### config.mk
export PLATFORM = sky130hd
export DESIGN_NAME = freq_meas_ctrl
export DESIGN_NICKNAME = d
export VERILOG_FILES = /design/src/rtl/freq_meas_ctrl.sv
export SDC_FILE = /design/constraint.sdc
export NUM_CORES = 1
export LEC_CHECK = 0
export CELL_PAD_IN_SITES_DETAIL_PLACEMENT = 0
export CELL_PAD_IN_SITES_GLOBAL_PLACEMENT = 2
export CORE_ASPECT_RATIO = 0.5
export CORE_MARGIN = 4
export CORE_UTILIZATION = 42
export DETAILED_ROUTE_END_ITERATION = 16
export GPL_TIMING_DRIVEN = 0
export PLACE_DENSITY = 0.95
export SLEW_MARGIN = 25
export SYNTH_ARGS = -nofsm -noshare
export SYNTH_HDL_FRONTEND = slang
export SYNTH_SLANG_ARGS = --single-unit
### constraint.sdc
create_clock -name clk -period 24.1 [get_ports clk]
set_clock_uncertainty 0.05 [all_clocks]
set_input_delay 3.615 -clock clk [delete_from_list [all_inputs] [get_ports clk]]
set_output_delay 3.615 -clock clk [all_outputs]
set_load 0.005 [all_outputs]
### src/rtl/freq_meas_ctrl.sv
// freq_meas_ctrl: ADC frequency-measurement sequencer (block-mean threshold, NPER-period timing, serial divide).
// Build option FREQ_HYST_EN: arm/fire around a saturated +/-HYST band about the mean instead of the bare mean.
module freq_meas_ctrl #(
  parameter int DATA_W     = 12,
  parameter int MEAN_LOG2  = 8,
  parameter int FREQ_CONST = 100000,
  parameter int NPER       = 1,
  parameter int TIMEOUT    = 65535,
  parameter int HYST       = 16
) (
  input  logic              clk,
  input  logic              rst,
  input  logic              run,
  input  logic              sample_valid,
  input  logic [DATA_W-1:0] data,
  output logic [DATA_W-1:0] mean,
  output logic [31:0]       freq_out,
  output logic              freq_valid,
  output logic              timeout,
  output logic              busy
);

  localparam int                   ACC_W     = DATA_W + MEAN_LOG2;
  localparam logic [31:0]          DIVIDEND  = 32'(FREQ_CONST * NPER);
  localparam logic [31:0]          TMO_LAST  = 32'(TIMEOUT - 1);
  localparam logic [3:0]           PER_LAST  = 4'(NPER - 1);
  localparam logic [MEAN_LOG2-1:0] MEAN_LAST = '1;
`ifdef FREQ_HYST_EN
  localparam logic [DATA_W-1:0]    BAND      = DATA_W'(HYST);
`else
  // Zero band: both thresholds collapse onto the mean itself.
  localparam logic [DATA_W-1:0]    BAND      = DATA_W'(0 * HYST);
`endif

  typedef enum logic [2:0] {IDLE, MEAN, SYNC, COUNT, DIV, DONE} state_t;

  state_t                r_state;
  state_t                w_nextState;
  logic [ACC_W-1:0]      r_acc;
  logic [ACC_W-1:0]      w_accNext;
  logic [MEAN_LOG2-1:0]  r_meanCnt;
  logic [DATA_W-1:0]     r_mean;
  logic                  r_armed;
  logic [31:0]           r_toCnt;
  logic [31:0]           r_sampCnt;
  logic [3:0]            r_perCnt;
  logic [31:0]           r_divisor;
  logic [31:0]           r_rem;
  logic [31:0]           r_quo;
  logic [4:0]            r_bitCnt;
  logic                  r_isTimeout;
  logic [31:0]           r_freqOut;
  logic                  r_freqValid;
  logic                  r_timeout;
  logic [DATA_W-1:0]     w_lowTh;
  logic [DATA_W-1:0]     w_highTh;
  logic [DATA_W:0]       w_highSum;
  logic                  w_below;
  logic                  w_above;
  logic                  w_fire;
  logic                  w_meanLast;
  logic                  w_toHit;
  logic                  w_lastPeriod;
  logic [32:0]           w_remShift;
  logic [31:0]           w_remSub;
  logic                  w_qBit;

  assign w_lowTh   = (r_mean >= BAND) ? (r_mean - BAND) : '0;
  assign w_highSum = {1'b0, r_mean} + {1'b0, BAND};
  assign w_highTh  = w_highSum[DATA_W] ? '1 : w_highSum[DATA_W-1:0];

  assign w_below      = (data < w_lowTh);
  assign w_above      = (data > w_highTh);
  assign w_fire       = sample_valid && r_armed && w_above;
  assign w_meanLast   = (r_meanCnt == MEAN_LAST);
  assign w_toHit      = sample_valid && (r_toCnt == TMO_LAST);
  assign w_lastPeriod = (r_perCnt == PER_LAST);
  assign w_accNext    = r_acc + ACC_W'(data);

  // One restoring-division step: the remainder never exceeds the divisor, so 32 bits hold it after subtracting.
  assign w_remShift = {r_rem, r_quo[31]};
  assign w_remSub   = w_remShift[31:0] - r_divisor;
  assign w_qBit     = (w_remShift >= {1'b0, r_divisor});

  always_ff @(posedge clk or posedge rst) begin
    if (rst) r_state <= IDLE;
    else     r_state <= w_nextState;
  end

  always_comb begin
    w_nextState = r_state;
    case (r_state)
      IDLE:    if (run) w_nextState = MEAN;
      MEAN:    if (!run) w_nextState = IDLE;
               else if (sample_valid && w_meanLast) w_nextState = SYNC;
      SYNC:    if (!run) w_nextState = IDLE;
               else if (w_toHit) w_nextState = DONE;
               else if (w_fire) w_nextState = COUNT;
      COUNT:   if (!run) w_nextState = IDLE;
               else if (w_toHit) w_nextState = DONE;
               else if (w_fire && w_lastPeriod) w_nextState = DIV;
      DIV:     if (!run) w_nextState = IDLE;
               else if (r_bitCnt == 5'd31) w_nextState = DONE;
      DONE:    w_nextState = run ? MEAN : IDLE;
      default: w_nextState = IDLE;
    endcase
  end

  // Datapath: every update is gated by run so an abort leaves the published results untouched.
  always_ff @(posedge clk or posedge rst) begin
    if (rst) begin
      r_acc       <= '0;
      r_meanCnt   <= '0;
      r_mean      <= '0;
      r_armed     <= 1'b0;
      r_toCnt     <= '0;
      r_sampCnt   <= '0;
      r_perCnt    <= '0;
      r_divisor   <= '0;
      r_rem       <= '0;
      r_quo       <= '0;
      r_bitCnt    <= '0;
      r_isTimeout <= 1'b0;
      r_freqOut   <= '0;
      r_freqValid <= 1'b0;
      r_timeout   <= 1'b0;
    end else begin
      r_freqValid <= 1'b0;
      case (r_state)
        IDLE: begin
          r_acc     <= '0;
          r_meanCnt <= '0;
        end
        MEAN: if (run && sample_valid) begin
          r_acc     <= w_accNext;
          r_meanCnt <= r_meanCnt + MEAN_LOG2'(1);
          if (w_meanLast) begin
            r_mean  <= w_accNext[MEAN_LOG2 +: DATA_W];
            r_armed <= 1'b0;
            r_toCnt <= '0;
          end
        end
        SYNC, COUNT: if (run && sample_valid) begin
          r_toCnt <= r_toCnt + 32'd1;
          if (w_below)     r_armed <= 1'b1;
          else if (w_fire) r_armed <= 1'b0;
          if (r_state == SYNC) begin
            if (w_fire) begin
              r_perCnt  <= '0;
              r_sampCnt <= '0;
            end
          end else begin
            r_sampCnt <= r_sampCnt + 32'd1;
            if (w_fire) begin
              r_perCnt <= r_perCnt + 4'd1;
              if (w_lastPeriod) begin
                r_divisor   <= r_sampCnt + 32'd1;
                r_rem       <= '0;
                r_quo       <= DIVIDEND;
                r_bitCnt    <= '0;
                r_isTimeout <= 1'b0;
              end
            end
          end
          if (w_toHit) r_isTimeout <= 1'b1;
        end
        DIV: if (run) begin
          r_rem    <= w_qBit ? w_remSub : w_remShift[31:0];
          r_quo    <= {r_quo[30:0], w_qBit};
          r_bitCnt <= r_bitCnt + 5'd1;
        end
        DONE: begin
          r_freqValid <= 1'b1;
          r_freqOut   <= r_isTimeout ? 32'd0 : r_quo;
          r_timeout   <= r_isTimeout;
          r_acc       <= '0;
          r_meanCnt   <= '0;
        end
        default: ;
      endcase
    end
  end

  assign mean       = r_mean;
  assign freq_out   = r_freqOut;
  assign freq_valid = r_freqValid;
  assign timeout    = r_timeout;
  assign busy       = (r_state != IDLE);

endmodule

==> flow_metrics.py, run 1 <==
metrics = {
    "routing": {
        "drc": 0,
        "dr.pass1.iters": 7,
        "vias_per_cell": 5.57,
        "first_iter_violations": 810,
        "postRouteAntennaNets": 0,
        "detailroute.via_count": 11300,
        "wl_per_cell_um": 17.3,
        "drt_wl_total_um": 35200,
    },
    "yosys": {
        "synth-seq-area-share_pct": 45.5,
        "netlist_area_before_placement_mm2": 0.0136,
        "post_synth_main_area_contributors": "dfrtp_1, o21ai_0, ha_1",
        "yosysWarnings": 0,
        "synthDistinctLibCells": 64,
        "ys_dominant_reg_cell": "dfrtp_1",
        "yosys_register_bits": 248,
        "number_of_standard_cells_after_synthesis": 1493,
        "syn_avg_cell_area_um2": 9.14,
        "synth_edf_count": 0,
        "yosysTopAreaCell": "dfrtp_1",
        "asyncSetResetFlopFracSynth_pct": 100,
        "synthesis.nets": 1575,
        "netlist.area_leader.share_pct": 45.5,
    },
    "place": {
        "detailed_placer_s_ending_hpwl_um": 25500,
        "place.gp.congestion": 0.838,
        "detailedPlace.worstSlack_ns": 16.76,
        "numPortBuffers": 62,
        "placed_cells_incl_taps": 1989,
    },
    "global_routing": {
        "gr-total-overflow": 0,
        "grt_pass1_wl_um": 58300,
        "grt_pass1_vias": 11100,
        "number_of_antenna_violations_at_the_first_check_in_global_routing": 0,
        "globalRouteTotalUtil_pct": 19.6,
        "maximum_number_of_pins_on_one_net_before_global_route_repair": 96,
    },
    "run": {
        "max_cap_viol_count": 0,
    },
    "floorplanning": {
        "floorplan.die.height_um": 135,
        "dieWidth_um": 263,
        "initial_core_util_pct": 42.9,
        "die_area_mm2": 0.0356,
        "rows": 46,
        "core-area_mm2": 0.0318,
        "ioPinCount": 63,
    },
    "setup_path": {
        "cpMaxStageDelayCell": "o221ai_1",
        "critical_path.startpoint_type": "input port",
        "cpPeakStageDelay_ns": 0.78,
        "crit-reg2reg-launch": "r_quo[31]",
        "path_delay_family": "compound AO/OA/AOI/OAI gates",
        "data_arrival_time_at_the_worst_slack_endpoint_ns": 7.20,
        "setup.worst_path.end_class": "flop",
        "critical_path_peak_fanout": 10,
        "crit_path_start": "data[5]",
        "cp_cell_sequence": "clkdlybuf4s50_1, ha_1, a21o_1, a21o_1, a21oi_1, o211ai_1, and2_1, and3_1, o221ai_1, clkbuf_1, nand2_1, o311ai_0",
        "critical_path_buf_inv_count": 2,
        "critical_path.most_common_cell": "a21o_1",
        "crit_required_ns": 24.46,
        "timing.setup.critical_path_class": "input port to flop",
    },
    "pwr": {
        "cellLeakagePower_nw": 7.10,
        "total_power_mw": 1.13,
        "power.ir.vdd_worst_mv": 0.0504,
        "power-per-cell-area_mw_per_mm2": 71.7,
    },
    "cts": {
        "cts.sink_count": 248,
        "cts_root_buf": "clkbuf_16",
        "cts-root-to-sink-buffers": 3,
        "cts_hold_buf": 0,
        "worstSkewPairLatency_ns": 0.54,
        "h-tree-depth": 1,
        "tritoncts_clock_tree": "built",
        "post-cts-setup-buffers": 0,
        "tritoncts.num_buffers": 25,
        "post_cts.resized_instances": 0,
        "path_clk_slew_ns": 0.06,
    },
    "outcome": {
        "run_status": "complete, no violations",
    },
    "worst_hold_path": {
        "min_path_type": "flop to flop",
        "hp_start": "freq_out[24]",
    },
    "finish": {
        "antenna_cells": 0,
        "drive_above_1_share_pct": 4.57,
        "final_core_utilization_pct": 49.4,
        "multi_input_area_mm2": 0.00687,
        "reg_area_mm2": 0.00621,
        "areaGrowthSynthToFinish_pct": 15.3,
        "fillCellCount": 2974,
        "finalNonFillerCells": 2031,
        "nNetsFinal": 1666,
    },
    "sta": {
        "hold_violations": 0,
        "timing.fmax_mhz": 146,
        "finalMaxSlewViolations": 0,
        "report.final.setup_viol": 0,
        "max_slew_headroom_at_the_worst_pin_pct": 34.9,
        "fin_crit_sh_pct": 28.4,
        "setup_repair_after_global_routing_missed_its_margin": "false",
        "setup_slack_ns": 17.25,
        "finalSetupTns_ns": 0,
        "tightestPinTransition_ns": 0.976,
        "finalWorstPathRequiredPeriod_ns": 6.85,
    },
}
-- worst min-delay path: cells and delay by family (launching register included) --
family,cells,cell delay [ns]
compound gates,1,0.06
flops,1,0.34
simple gates,1,0.04
-- placed cells by master, fill, tap and decap left out, types with 8 or more instances in the layout --
master           count
clkbuf_16           25
or3_1               11
clkdlybuf4s50_1     62
inv_1               68
ha_1                64
a32oi_1              9
a21o_1              19
nand3_1             70
and2_1               8
nand4_1             23
o211ai_1             8
nor2_1             111
a22o_1              36
nand2b_1            45
o31ai_1             13
xnor2_1             36
a21oi_1             77
dfrtp_1            248
clkbuf_1            65
and3_1              29
nor2b_1              8
nand2_1            177
xor2_1              66
o311ai_0            22
nor3_1              13
o21ai_0            162
-- stage by stage --
step / area, µm² / hold slack (ns)
finish: 15700 / 0.426
global route: 15700 / 0.456
CTS: 15700 / 0.433
detailed placement: 14900 / 0.420
global placement: 14800 / 0.417
floorplan: 13600 / 0.399
-- registers in the layout, summed over array words and instances (netlist names), 5 cells and up --
register / flops
freq_out: 32
mean: 12
r_acc: 20
r_bitCnt: 5
r_divisor: 32
r_meanCnt: 8
r_quo: 32
r_rem: 32
r_sampCnt: 32
r_toCnt: 32
-- synth_stat cells (2+ instances only) --
cell type  number
a211oi_1        3
a21boi_0        3
a21o_1         19
a21oi_1        77
a22o_1         36
a31oi_1         6
a32o_1          2
a32oi_1         9
a41oi_1         2
and2_1          8
and3_1         29
and4_1          7
buf_1           3
buf_2           7
clkbuf_1       64
dfrtp_1       248
fa_1            2
ha_1           64
inv_1          69
mux2_2          7
mux2i_1         6
nand2_1       177
nand2b_1       45
nand3_1        70
nand4_1        23
nor2_1        111
nor2b_1         8
nor3_1         13
nor3_2          3
nor4_1          7
o211a_1         2
o211ai_1        8
o21a_1          3
o21ai_0       162
o21ai_1         4
o21bai_1        4
o22a_1          6
o22ai_1         3
o311ai_0       22
o31ai_1        13
o41ai_1         2
or2_2           4
or3_1          11
xnor2_1        36
xor2_1         66
-- metal layers --
| metal | GRT usage, % | vias up | share of wire [%] |
|---|---|---|---|
| li1 | - | 5440 | - |
| met1 | 29.0 | 5587 | 49 |
| met2 | 31.4 | 231 | 45 |
| met3 | 2.70 | 50 | 4.4 |
| met4 | 3.68 | 0 | 1.7 |
| met5 | 0 | - | 0 |
-- logic make-up after synthesis --
| logic type | count (synthesis) | synth area share [%] |
|---|---|---|
| and+or+nand+nor | 521 | 18.2 |
| AOI/OAI and AO/OA | 398 | 18.5 |
| DFF | 248 | 45.5 |
| buffers and inverters | 145 | 4.14 |
| xor gates and xnor gates | 102 | 6.55 |
| adders and majority gates | 66 | 6.16 |
| muxes | 13 | 1.02 |
-- power breakdown --
group          total, mW  switching, mW  internal, mW
Sequential         0.490         0.0332         0.457
Combinational      0.222          0.130        0.0918
Clock              0.416          0.171         0.245
Total               1.13          0.335         0.794
-- worst paths after layout --
check	end	slack, ns	cells after the start
hold reg to reg	freq_out[24]	0.43	2
hold / removal	freq_out[24]	0.43	2
setup reg to reg	r_rem[30]	20.22	12
setup / recovery	r_rem[24]	17.25	12
max in group asynchronous	r_state[0]	19.57	3
min in group asynchronous	r_sampCnt[23]	3.52	2
-- layout make-up --
class | instances | share of cell area [%]
Buffer | 76 | 1.94
Clock buffer | 30 | 4.35
Clock inverter | 12 | 1.11
Inverter | 69 | 1.69
Multi-Input combinational cell | 1100 | 43.7
Sequential cell | 248 | 39.5
Tap cell | 432 | 3.44
Timing Repair Buffer | 64 | 4.30
Note: power is estimated with default switching activity, not from simulation.
==> inputs of run 2 (changes only) <==
--- a/config.mk
+++ b/config.mk
@@ -9,10 +9,10 @@
 export CELL_PAD_IN_SITES_GLOBAL_PLACEMENT = 2
 export CORE_ASPECT_RATIO = 0.5
 export CORE_MARGIN = 4
-export CORE_UTILIZATION = 42
+export CORE_UTILIZATION = 39
 export DETAILED_ROUTE_END_ITERATION = 16
 export GPL_TIMING_DRIVEN = 0
-export PLACE_DENSITY = 0.95
+export PLACE_DENSITY = 0.9
 export SLEW_MARGIN = 25
 export SYNTH_ARGS = -nofsm -noshare
 export SYNTH_HDL_FRONTEND = slang
==> constraint.sdc (replaced) <==
create_clock -name clk -period 6.6 [get_ports clk]
set_clock_uncertainty 0.05 [all_clocks]
set_input_delay 0.99 -clock clk [delete_from_list [all_inputs] [get_ports clk]]
set_output_delay 0.99 -clock clk [all_outputs]
set_load 0.005 [all_outputs]
==> run 2 against run 1 <==
  * Sequential share of layout area shrank 0.34 points
  * Die area up 7.3%
  * Total power grew to 3.6 times the previous value
  * Critical path type unchanged
  * Critical endpoint is now r_rem[6]
  * Largest cell class unchanged
==> flow_metrics.py, run 2 (same netlist as run 1, synthesis figures left out) <==
metrics = {
    "outcome": {
        "run_status": "complete, no violations",
    },
    "run": {
        "max_cap_viol_count": 0,
    },
    "sta": {
        "tightestPinTransition_ns": 1.00,
        "timing.fmax_mhz": 239,
        "report.final.setup_viol": 0,
        "fin_worst_hold_slack_ns": 0.432,
        "finalSetupTns_ns": 0,
        "finalMaxSlewViolations": 0,
        "max_slew_headroom_at_the_worst_pin_pct": 33.2,
        "setup_repair_after_global_routing_missed_its_margin": "false",
        "setup_slack_ns": 2.42,
        "finalWorstPathRequiredPeriod_ns": 4.18,
        "hold_violations": 0,
        "fin_crit_sh_pct": 63.4,
    },
    "cts": {
        "tritoncts_clock_tree": "built",
        "tritoncts.num_buffers": 25,
        "post_cts.resized_instances": 0,
        "cts.sink_count": 248,
        "h-tree-depth": 1,
        "path_clk_slew_ns": 0.06,
        "post-cts-setup-buffers": 0,
        "worstSkewPairLatency_ns": 0.52,
        "cts-root-to-sink-buffers": 3,
        "cts_hold_buf": 0,
        "cts_root_buf": "clkbuf_16",
    },
    "pwr": {
        "switching_share_of_power_pct": 29.9,
        "power-per-cell-area_mw_per_mm2": 254,
        "total_power_mw": 4.03,
        "cellLeakagePower_nw": 7.14,
        "power.ir.vdd_worst_mv": 0.186,
        "p_switching_mw": 1.20,
        "seq_power_share_pct": 44.5,
        "clkPwrFrac_pct": 35.2,
        "combinationalPowerShare_pct": 20.4,
        "cell_internal_pwr_mw": 2.82,
    },
    "finish": {
        "fillCellCount": 3316,
        "post_route_cell_area_mm2": 0.0159,
        "antenna_cells": 0,
        "layout_common_cells": "dfrtp_1, nand2_1, o21ai_0",
        "multi_input_area_mm2": 0.00687,
        "final_common_cell": "dfrtp_1",
        "finalNonFillerCells": 2084,
        "nNetsFinal": 1673,
        "reg_area_mm2": 0.00621,
        "areaGrowthSynthToFinish_pct": 16.3,
        "drive_above_1_share_pct": 5.10,
        "final_core_utilization_pct": 46.0,
    },
    "setup_path": {
        "cpMaxStageDelayCell": "o221ai_1",
        "cpPeakStageDelay_ns": 0.79,
        "cp_cell_sequence": "clkdlybuf4s50_1, ha_1, a21o_1, a21o_1, a21oi_1, o211ai_1, and2_1, and3_1, o221ai_1, clkbuf_1, nand2_1, o311ai_0",
        "crit_path_start": "data[5]",
        "reg2reg_to": "r_rem[30]",
        "critical_path.startpoint_type": "input port",
        "reg2reg_slack_ns": 2.81,
        "setup.worst_path.end": "r_rem[6]",
        "crit-reg2reg-launch": "r_quo[31]",
        "critical_path_peak_fanout": 10,
        "data_arrival_time_at_the_worst_slack_endpoint_ns": 4.53,
        "timing.setup.critical_path_class": "input port to flop",
        "setup.worst_path.end_class": "flop",
        "timing.reg2reg.worst_path_depth": 12,
        "crit_required_ns": 6.94,
        "critical_path.most_common_cell": "a21o_1",
    },
    "routing": {
        "first_iter_violations": 743,
        "postRouteAntennaNets": 0,
        "dr.pass1.iters": 4,
        "detailroute.via_count": 11300,
        "drc": 0,
        "drt_wl_total_um": 35000,
        "wl_per_cell_um": 16.8,
        "vias_per_cell": 5.41,
    },
    "place": {
        "placed_cells_incl_taps": 2039,
        "placedInstanceArea_mm2": 0.0151,
        "place.gp.congestion": 0.873,
        "detailed_placer_s_ending_hpwl_um": 26200,
        "detailedPlace.worstSlack_ns": 1.89,
        "numPortBuffers": 62,
    },
    "global_routing": {
        "maximum_number_of_pins_on_one_net_before_global_route_repair": 33,
        "grt_pass1_wl_um": 58600,
        "globalRouteTotalUtil_pct": 18.4,
        "gr-total-overflow": 0,
        "grt_pass1_vias": 11200,
        "number_of_antenna_violations_at_the_first_check_in_global_routing": 0,
    },
    "floorplanning": {
        "initial_core_util_pct": 39.6,
        "die_area_mm2": 0.0382,
        "dieWidth_um": 272,
        "core-area_mm2": 0.0345,
        "floorplan.die.height_um": 140,
        "rows": 48,
        "ioPinCount": 63,
    },
    "worst_hold_path": {
        "min_path_type": "flop to flop",
    },
}
==> run 2: changes by cell type in the layout (fill, tap and decap cells not counted), sizes merged <==
cell | before | now
clkinvlp | 1 | 2
bufinv | 4 | 2
inv | 69 | 68
clkinv | 7 | 12
buf | 14 | 21
==> run 2: cell type report <==
cell class | count | area share (%)
Buffer | 76 | 1.92
Multi-Input combinational cell | 1100 | 43.3
Inverter | 69 | 1.66
Sequential cell | 248 | 39.1
Tap cell | 475 | 3.75
Clock inverter | 15 | 0.828
Clock buffer | 30 | 4.25
Timing Repair Buffer | 71 | 5.14
==> run 2: worst min path at each step <==
stage                             start       endpoint  cells after the start
final                     r_divisor[24]  r_divisor[24]                      2
after global routing           r_acc[7]       r_acc[7]                      2
after CTS                   freq_out[5]    freq_out[5]                      2
after detailed placement    freq_out[5]    freq_out[5]                      2
after global placement     freq_out[22]   freq_out[22]                      2
after floorplan                 r_armed        r_armed                      2
==> run 2: power by group through the flow <==
| stage | clock network [mW] | logic, mW | registers [mW] |
|---|---|---|---|
| after global placement | 0 | 0.783 | 1.81 |
| after CTS | 1.46 | 0.825 | 1.79 |
| after floorplan | 0 | 0.536 | 1.79 |
| after global routing | 1.52 | 0.923 | 1.81 |
| final | 1.42 | 0.819 | 1.79 |
| after detailed placement | 0 | 0.822 | 1.82 |
==> run 2: worst max-delay path: cells and delay by family <==
kind	cells	cell delay, ns
AO/OA/AOI/OAI	6	1.62
adder cells (fa/ha/maj)	1	0.34
buffers and inverters	2	1.00
AND/OR/NAND/NOR	3	0.57
==> run 2: routing by layer <==
layer / wire (µm) / track usage, %
met1: 17400 / 26.6
met2: 16100 / 30.0
met3: 1110 / 2.58
met4: 456 / 3.13
met5: 0 / 0
==> inputs of run 3 (changes only) <==
--- a/config.mk
+++ b/config.mk
@@ -9,10 +9,10 @@
 export CELL_PAD_IN_SITES_GLOBAL_PLACEMENT = 2
 export CORE_ASPECT_RATIO = 0.5
 export CORE_MARGIN = 4
-export CORE_UTILIZATION = 39
+export CORE_UTILIZATION = 35
 export DETAILED_ROUTE_END_ITERATION = 16
 export GPL_TIMING_DRIVEN = 0
-export PLACE_DENSITY = 0.9
+export PLACE_DENSITY = 0.85
 export SLEW_MARGIN = 25
 export SYNTH_ARGS = -nofsm -noshare
 export SYNTH_HDL_FRONTEND = slang
==> constraint.sdc (replaced) <==
create_clock -name clk -period 3.7 [get_ports clk]
set_clock_uncertainty 0.05 [all_clocks]
set_input_delay 0.555 -clock clk [delete_from_list [all_inputs] [get_ports clk]]
set_output_delay 0.555 -clock clk [all_outputs]
set_load 0.005 [all_outputs]
==> run 3 against run 2 <==
  * Core utilization shrank 3.9 points
  * Non-clock buffer count is 1 higher
  * Combinational power grew 78%
  * Sequential cell count stayed put
==> flow_metrics.py, run 3 (same netlist as run 1, synthesis figures left out) <==
metrics = {
    "worst_hold_path": {
        "min_path_type": "input port to async pin",
    },
    "cts": {
        "h-tree-depth": 1,
        "tritoncts_clock_tree": "built",
        "tritoncts.num_buffers": 26,
        "cts.sink_count": 248,
        "cts_root_buf": "clkbuf_16",
        "cts_hold_buf": 0,
        "cts-root-to-sink-buffers": 3,
        "path_clk_slew_ns": 0.07,
        "worstSkewPairLatency_ns": 0.54,
    },
    "setup_path": {
        "cp_cell_sequence": "clkdlybuf4s50_1, ha_1, a21o_1, a21o_1, a21oi_1, o211ai_1, and2_1, and3_1, o221ai_2, clkbuf_1, nand2_1, o311ai_0",
        "reg2reg_slack_ns": 0.23,
        "timing.reg2reg.worst_path_depth": 13,
        "reg2reg_to": "r_rem[2]",
        "data_arrival_time_at_the_worst_slack_endpoint_ns": 3.84,
        "cpMaxStageDelayCell": "clkbuf_1",
        "critical_path.most_common_cell": "a21o_1",
        "cpPeakStageDelay_ns": 0.56,
        "crit_required_ns": 4.06,
        "setup.worst_path.end_class": "flop",
        "timing.setup.critical_path_class": "input port to flop",
        "critical_path_peak_fanout": 10,
        "critical_path.startpoint_type": "input port",
        "crit-reg2reg-launch": "r_divisor[14]",
    },
    "floorplanning": {
        "rows": 50,
        "core-area_mm2": 0.0379,
        "initial_core_util_pct": 36.0,
        "ioPinCount": 63,
        "dieWidth_um": 287,
        "die_area_mm2": 0.0424,
        "floorplan.die.height_um": 148,
    },
    "sta": {
        "timing.fmax_mhz": 288,
        "hold_violations": 0,
        "max_slew_headroom_at_the_worst_pin_pct": 47.9,
        "fin_crit_sh_pct": 94.0,
        "setup_repair_after_global_routing_missed_its_margin": "false",
        "tightestPinTransition_ns": 0.782,
        "finalMaxSlewViolations": 0,
        "finalWorstPathRequiredPeriod_ns": 3.48,
        "report.final.setup_viol": 0,
    },
    "place": {
        "numPortBuffers": 62,
        "place.gp.congestion": 0.829,
        "detailed_placer_s_ending_hpwl_um": 26800,
        "placedInstanceArea_mm2": 0.0151,
        "placed_cells_incl_taps": 2084,
    },
    "pwr": {
        "power-per-cell-area_mw_per_mm2": 455,
        "cellLeakagePower_nw": 7.16,
        "power.ir.vdd_worst_mv": 0.285,
        "total_power_mw": 7.27,
    },
    "global_routing": {
        "number_of_antenna_violations_at_the_first_check_in_global_routing": 0,
        "maximum_number_of_pins_on_one_net_before_global_route_repair": 32,
        "grt_pass1_vias": 11100,
        "globalRouteTotalUtil_pct": 16.8,
        "gr-total-overflow": 0,
        "grt_pass1_wl_um": 59300,
    },
    "run": {
        "max_cap_viol_count": 0,
    },
    "routing": {
        "drt_wl_total_um": 35500,
        "drc": 0,
        "detailroute.via_count": 11200,
        "vias_per_cell": 5.24,
        "first_iter_violations": 826,
        "dr.pass1.iters": 5,
        "wl_per_cell_um": 16.7,
        "postRouteAntennaNets": 0,
    },
    "outcome": {
        "run_status": "complete, no violations",
    },
    "finish": {
        "fillCellCount": 3809,
        "nNetsFinal": 1675,
        "layout_common_cells": "dfrtp_1, nand2_1, o21ai_0",
        "post_route_cell_area_mm2": 0.0160,
        "areaGrowthSynthToFinish_pct": 17.2,
        "drive_above_1_share_pct": 5.46,
        "finalNonFillerCells": 2133,
        "antenna_cells": 0,
        "final_common_cell": "dfrtp_1",
        "final_core_utilization_pct": 42.2,
    },
}
## run 3: worst max-delay path by stage
| stage | start | endpoint | cells past startpoint |
|---|---|---|---|
| 2_1_floorplan | rst | freq_out[0] | 1 |
| 3_3_place_gp | rst | r_toCnt[15] | 2 |
| 3_5_place_dp | data[5] | r_rem[8] | 12 |
| 4_1_cts | r_divisor[1] | r_rem[8] | 11 |
| 5_1_grt | r_divisor[14] | r_rem[6] | 13 |
| 6_report | data[9] | r_rem[8] | 12 |
## run 3: routing by layer
layer  vias up  GRT usage (%)  part of all wire [%]  wire length (µm)
met3        40           1.99                   3.1              1090
met1      5498           25.2                    51             18100
met5         -              0                     0                 0
met2       155           26.3                    44             15800
met4         0           3.22                   1.7               599
li1       5485              -                     -                 -
## run 3: timing repair
action | CTS | global route
endpoints found under the hold margin | 0 | 0
setup endpoints to repair | 7 | 8
buffers inserted | 0 | 1
gates resized for setup | 2 | 1
pin swaps | 0 | 1
## run 3: power breakdown
group	internal [mW]	leakage, nW	switching (mW)	total [mW]
Clock	1.49	0.419	1.13	2.62
Combinational	0.612	3.44	0.852	1.46
Sequential	2.98	3.31	0.212	3.19
## run 3: worst max-delay path, delay by kind of cell
family | cells | cell delay, ns
buffers and inverters | 2 | 1.03
and+or+nand+nor | 3 | 0.61
AOI/OAI and AO/OA | 6 | 1.30
adders and majority gates | 1 | 0.33
## run 3: per-stage QoR
stage	TNS [ns]	hold slack, ns	setup WS (ns)
floorplan	-40.85	0.399	-0.165
finish	0	0.392	0.223
CTS	0	0.399	0.143
global route	0	0.436	0.0570
global placement	-546.16	0.416	-2.13
detailed placement	-26.85	0.420	-0.601
## run 3: final cells by class
type	instances	area, µm²	area share (%)
flip-flops and latches	248	6210	38.8
well taps	520	651	4.07
clock buffers	34	742	4.64
plain buffers	76	305	1.91
clock inverters	14	106	0.665
inverters	69	263	1.64
repair buffers	72	823	5.15
multi-input cells	1100	6890	43.1
